File: src/rtl/branch_predictor.sv
// branch_predictor: tournament local/gshare branch direction predictor; define PRED_STATS_EN for stat_total/stat_correct
module branch_predictor #(
  parameter int TABLE_BIT = 8
) (
  input  logic                 clk_in,
  input  logic                 rst_in,
  input  logic                 rdy_in,
  input  logic                 clear_in,
  input  logic                 query_valid,
  input  logic [31:0]          query_pc,
  output logic                 pred_valid,
  output logic                 pred_taken,
  output logic [TABLE_BIT-1:0] pred_g_ind,
  output logic [TABLE_BIT-1:0] pred_l_ind,
  input  logic                 upd_valid,
  input  logic                 upd_res,
  input  logic                 upd_correct,
  input  logic [TABLE_BIT-1:0] upd_g_ind,
  input  logic [TABLE_BIT-1:0] upd_l_ind
`ifdef PRED_STATS_EN
  ,
  output logic [31:0]          stat_total,
  output logic [31:0]          stat_correct
`endif
);
  localparam int N = 1 << TABLE_BIT;
  logic [1:0] lcnt [N];
  logic [1:0] gcnt [N];
  logic [1:0] chooser [N];
  logic [TABLE_BIT-1:0] ghr;
  logic [TABLE_BIT-1:0] q_l;
  logic [TABLE_BIT-1:0] q_g;
  logic lp;
  logic gp;
  function automatic logic [1:0] sat_step(input logic [1:0] c, input logic up);
    return up ? (c == 2'd3 ? c : c + 2'd1) : (c == 2'd0 ? c : c - 2'd1);
  endfunction
  assign q_l = query_pc[TABLE_BIT:1];
  assign q_g = q_l ^ ghr;
  assign lp  = lcnt[upd_l_ind][1];
  assign gp  = gcnt[upd_g_ind][1];
  always_ff @(posedge clk_in) begin
    if (rst_in) begin
      for (int i = 0; i < N; i++) begin
        lcnt[i]    <= 2'b01;
        gcnt[i]    <= 2'b01;
        chooser[i] <= 2'b01;
      end
      ghr        <= '0;
      pred_valid <= 1'b0;
      pred_taken <= 1'b0;
      pred_g_ind <= '0;
      pred_l_ind <= '0;
`ifdef PRED_STATS_EN
      stat_total   <= '0;
      stat_correct <= '0;
`endif
    end else if (rdy_in) begin
      pred_valid <= query_valid && !clear_in;
      if (query_valid) begin
        pred_taken <= chooser[q_l][1] ? gcnt[q_g][1] : lcnt[q_l][1];
        pred_g_ind <= q_g;
        pred_l_ind <= q_l;
      end
      if (upd_valid) begin
        lcnt[upd_l_ind] <= sat_step(lcnt[upd_l_ind], upd_res);
        gcnt[upd_g_ind] <= sat_step(gcnt[upd_g_ind], upd_res);
        if (lp != gp)
          chooser[upd_l_ind] <= sat_step(chooser[upd_l_ind], gp == upd_res);
        ghr <= {ghr[TABLE_BIT-2:0], upd_res};
`ifdef PRED_STATS_EN
        stat_total   <= stat_total + 32'd1;
        stat_correct <= stat_correct + {31'd0, upd_correct};
`endif
      end
    end
  end
endmodule

File: config.mk
export PLATFORM = sky130hd
export DESIGN_NAME = branch_predictor
export DESIGN_NICKNAME = d
export VERILOG_FILES = /design/src/rtl/branch_predictor.sv
export SDC_FILE = /design/constraint.sdc
export NUM_CORES = 2
export LEC_CHECK = 0
export ABC_CLOCK_PERIOD_IN_PS = 5800
export BUFFER_PORTS_ARGS = -buffer_cell sky130_fd_sc_hd__buf_2
export CAP_MARGIN = 20
export CORE_ASPECT_RATIO = 1.5
export CORE_UTILIZATION = 55
export CTS_CLUSTER_DIAMETER = 40
export DETAILED_ROUTE_END_ITERATION = 6
export PLACE_DENSITY = 0.79
export SYNTH_ARGS = -nofsm -noshare
export SYNTH_HDL_FRONTEND = slang
export SYNTH_SLANG_ARGS = --single-unit
File: constraint.sdc
create_clock -name clk_in -period 5.8 [get_ports clk_in]
set_clock_uncertainty 0.1 [all_clocks]
set_input_delay 0.87 -clock clk_in [delete_from_list [all_inputs] [get_ports clk_in]]
set_output_delay 0.87 -clock clk_in [all_outputs]
set_load 0.02 [all_outputs]
==> qor.txt <==
Antenna violations before repair -> 24
Result of the run -> complete, but fails checks
Violated checks -> DRC
H-tree lvl count -> 4
Timing-limited maximum frequency -> 0.194 GHz
Cell type contributing the most total cell area after synthesis -> sky130_fd_sc_hd__edfxtp_1
Transition time at the pin with the least slew margin -> 1.42 ns
Final period util -> 89.0%
Post-synthesis sequential element count -> 1,562
Final Core Density -> 62.3%
Fraction of final layout cells sized beyond drive strength 1 -> 24.2%
Worst Setup Start Kind -> primary input
Starting density of the core -> 55.6%
Dpl hpwl -> 209,000 microns
Clock latency on the worst-skew pair -> 0.88 ns
Num CTS Buffers -> 165
Min-Delay Startpoint -> clear_in
Core outline area -> 152,000 sq um
Overall die height -> 482 microns
Vias in the first global route -> 64,300
Worst-path clk slew -> 0.06 ns
Worst-case clock buffer depth -> 3
Critical register-to-register path startpoint -> gcnt[167][1]
PwrDens -> 303 nW/um^2
# clock sinks -> 1,562
CTS-repair resized insts -> 0
Count of antenna-violating nets left after detailed routing -> 0
GRT overflow -> 0
Per-instance average area after synthesis -> 12.3 sq um
Drt total wl -> 306,000 microns
Worst-path cell chain -> buf_6 > buf_12 > mux4_2 > mux2i_1 > o22ai_1 > o31ai_1 > nand4_2 > xnor2_1 > buf_4 > maj3_4 > buf_12 > buf_12 > nor3_1
Routed vias -> 64,200
Worst hold stages -> 4
Count of flip-flops with a built-in enable after synthesis -> 1,536
Switching power -> 8.41 mW
Number of failing hold endpoints at the final stage -> 0
Combinational fraction of design power -> 18.1%
Cell types occupying the most area after synthesis -> sky130_fd_sc_hd__edfxtp_1 55%, sky130_fd_sc_hd__mux4_2 14%, sky130_fd_sc_hd__nor3_1 3.3%, sky130_fd_sc_hd__nand2_1 3.0%, sky130_fd_sc_hd__nand3_1 2.9%
Switching fraction of total power -> 29.3%
Primary flip-flop cell chosen by synthesis mapping -> sky130_fd_sc_hd__edfxtp_1
Synthesized Nets -> 6,917
Die X-Extent -> 322 microns
Critical path required time -> 6.33 ns
Relative area change from synthesis to final layout -> 12.1%
Worst Path Class, Setup -> primary input to register
Placement Rows -> 175
Final critical delay including setup and external delays -> 5.16 ns
Remaining routing DRC violations -> 2
Count of yosys warnings during synthesis -> 0
Endpoint of the worst hold-timing path -> pred_valid
Global-route wire length before repair -> 437,000 microns
Max-slew headroom at the worst pin -> 5.24%
Fraction of the yosys area taken by sequential cells -> 55.2%
Family with the most delay on the worst path -> compound AO/OA/AOI/OAI gates
Drt pass-1 iters -> 7
WL per Instance -> 34.1 microns
First-iteration detailed-routing DRC count -> 9,970
Kind of end point of the critical path -> register
Number of distinct library cells after synthesis -> 84
Total die area -> 155,000 sq um
Cell with the largest stage delay on the worst path -> sky130_fd_sc_hd__o31ai_1
Sum of buffers and inverters on the critical path -> 5
Final Power -> 28.7 mW
End of the worst register-to-register path -> chooser[183][1]
Syn Std Cell Area -> 84,500 sq um
Via density per instance -> 7.15
Fraction of registers with async set or reset after synthesis -> 0%
Internal -> 20.3 mW
Finished Cell Area -> 94,700 sq um
Overall routing resource usage -> 39.7%
Hold buffer count at cts -> 0
Synthesized instance count -> 6,861
Delay of the slowest critical-path stage -> 1.08 ns
Pin count of the biggest net entering global routing -> 111
Post CTS Setup Buffer Count -> 0
Power share of the clock group -> 37.5%
Count of pins over their slew limit -> 0
Largest voltage drop on the vdd net -> 0.274 mV
PortBufs -> 48
Setup_tns -> 0 ns
Sequential Power Share -> 44.4%
Unrepaired setup endpoints after global routing -> false
Critical path arrival -> 5.69 ns
Cell area after placement -> 89,200 sq um
Most frequent cell on the critical path -> sky130_fd_sc_hd__buf_12
TritonCTS clock tree -> done
Depth of the worst register-to-register path -> 12
Routability congestion estimate from global placement -> 1.08
Class of the tightest hold or removal check -> primary input to register
Register-to-register path setup slack -> 0.84 ns
Setup Viol. Count Final -> 0
Number of nets in the layout -> 6,850
Static leakage -> 30.7 nW
Highest net fanout along the worst path -> 28
I/O pins -> 74
Share of the synthesized area in the top cell type -> 54.6%
Root Buffer Master -> sky130_fd_sc_hd__clkbuf_16
Max-cap violations -> 0
-- registers in the layout (all words and copies together), names as in the netlist --
signal      count
chooser       512
gcnt          512
lcnt          512
ghr             8
pred_g_ind      8
pred_l_ind      8
pred_taken      1
pred_valid      1
-- routing by layer --
metal | track usage [%] | vias to the layer above | share of wire (%)
li1 | - | 25900 | -
met1 | 41.5 | 31100 | 28
met2 | 61.4 | 5387 | 45
met3 | 12.1 | 1788 | 13
met4 | 42.9 | 30 | 14
met5 | 0.247 | - | 0.094
-- worst min-delay path: cells and delay by family --
kind / cells / cell delay (ns)
buf+inv: 1 / 0.08
simple gates: 2 / 0.08
compound gates: 1 / 0.11
-- layout by cell type (no fill, tap or decap), types with 140 or more instances in the layout --
cell type / instances
sky130_fd_sc_hd__edfxtp_1: 1536
sky130_fd_sc_hd__nand2_1: 681
sky130_fd_sc_hd__nor2_1: 560
sky130_fd_sc_hd__nor3_1: 539
sky130_fd_sc_hd__mux4_2: 517
sky130_fd_sc_hd__nand3_1: 494
sky130_fd_sc_hd__buf_4: 403
sky130_fd_sc_hd__a21o_1: 328
sky130_fd_sc_hd__nand2b_1: 263
sky130_fd_sc_hd__mux2i_1: 189
sky130_fd_sc_hd__clkbuf_16: 167
sky130_fd_sc_hd__or2_2: 140
-- area by class of cell --
cell class | instances | area (sq um)
Multi-Input combinational cell | 4499 | 34600
Inverter | 10 | 38.8
Timing Repair Buffer | 556 | 5410
Sequential cell | 1562 | 46600
Antenna cell | 11 | 27.5
Clock buffer | 193 | 4280
Fill cell | 11300 | 57300
Tap cell | 2035 | 2550
Clock inverter | 112 | 1150
-- cells in the mapped netlist (7+ instances only) --
master	count
sky130_fd_sc_hd__edfxtp_1	1536
sky130_fd_sc_hd__nand2_1	686
sky130_fd_sc_hd__nor2_1	590
sky130_fd_sc_hd__nor3_1	555
sky130_fd_sc_hd__mux4_2	517
sky130_fd_sc_hd__nand3_1	495
sky130_fd_sc_hd__clkbuf_1	415
sky130_fd_sc_hd__a21o_1	328
sky130_fd_sc_hd__buf_2	269
sky130_fd_sc_hd__nand2b_1	263
sky130_fd_sc_hd__mux2i_1	189
sky130_fd_sc_hd__or2_2	140
sky130_fd_sc_hd__a22oi_1	117
sky130_fd_sc_hd__nand3_2	106
sky130_fd_sc_hd__or2_1	74
sky130_fd_sc_hd__a21oi_1	73
sky130_fd_sc_hd__buf_1	45
sky130_fd_sc_hd__buf_6	37
sky130_fd_sc_hd__a211oi_1	35
sky130_fd_sc_hd__nand4_1	32
sky130_fd_sc_hd__nor4_1	31
sky130_fd_sc_hd__dfxtp_1	26
sky130_fd_sc_hd__buf_4	23
sky130_fd_sc_hd__nor2b_1	23
sky130_fd_sc_hd__o21ai_0	20
sky130_fd_sc_hd__a31oi_1	18
sky130_fd_sc_hd__a221oi_1	12
sky130_fd_sc_hd__o211ai_1	12
sky130_fd_sc_hd__o22ai_1	11
sky130_fd_sc_hd__xnor2_1	10
sky130_fd_sc_hd__a22o_1	9
sky130_fd_sc_hd__and2_1	8
sky130_fd_sc_hd__mux2_2	7
sky130_fd_sc_hd__nand4bb_1	7
sky130_fd_sc_hd__nor4_2	7
sky130_fd_sc_hd__xor2_1	7
-- cell families after synthesis --
family | share of synthesized area, %
and+or+nand+nor | 18.1
DFF | 55.2
buffers and inverters | 4.40
muxes | 16.1
AOI/OAI and AO/OA | 5.92
xor gates and xnor gates | 0.195
adders and majority gates | 0.0503
-- per-stage QoR --
step	hold slack, ns	setup slack [ns]	cells
floorplan	0.349	1.73	6861
CTS	0.246	1.33	8963
global route	0.251	0.719	8968
global placement	0.345	0.522	8657
detailed placement	0.347	0.465	8658
finish	0.230	0.641	8978
-- worst max path at each step --
stage	depth (start not counted)	startpoint	slack [ns]	endpoint
finish	13	upd_g_ind[0]	0.64	chooser[183][1]
floorplan	13	upd_g_ind[0]	1.73	chooser[184][0]
global route	12	upd_g_ind[0]	0.72	gcnt[32][1]
CTS	13	upd_g_ind[0]	1.33	chooser[183][1]
global placement	13	upd_g_ind[0]	0.52	chooser[183][1]
detailed placement	13	upd_g_ind[0]	0.46	chooser[183][1]
-- power by group through the flow --
stage,Clock (mW),Combinational [mW],Sequential (mW)
floorplan,0,2.92,12.9
global placement,0,4.88,13.0
detailed placement,0,4.95,13.0
CTS,10.7,4.98,12.7
global route,11.2,5.26,12.8
finish,10.8,5.19,12.7
Power figures use the tool's default switching activity.
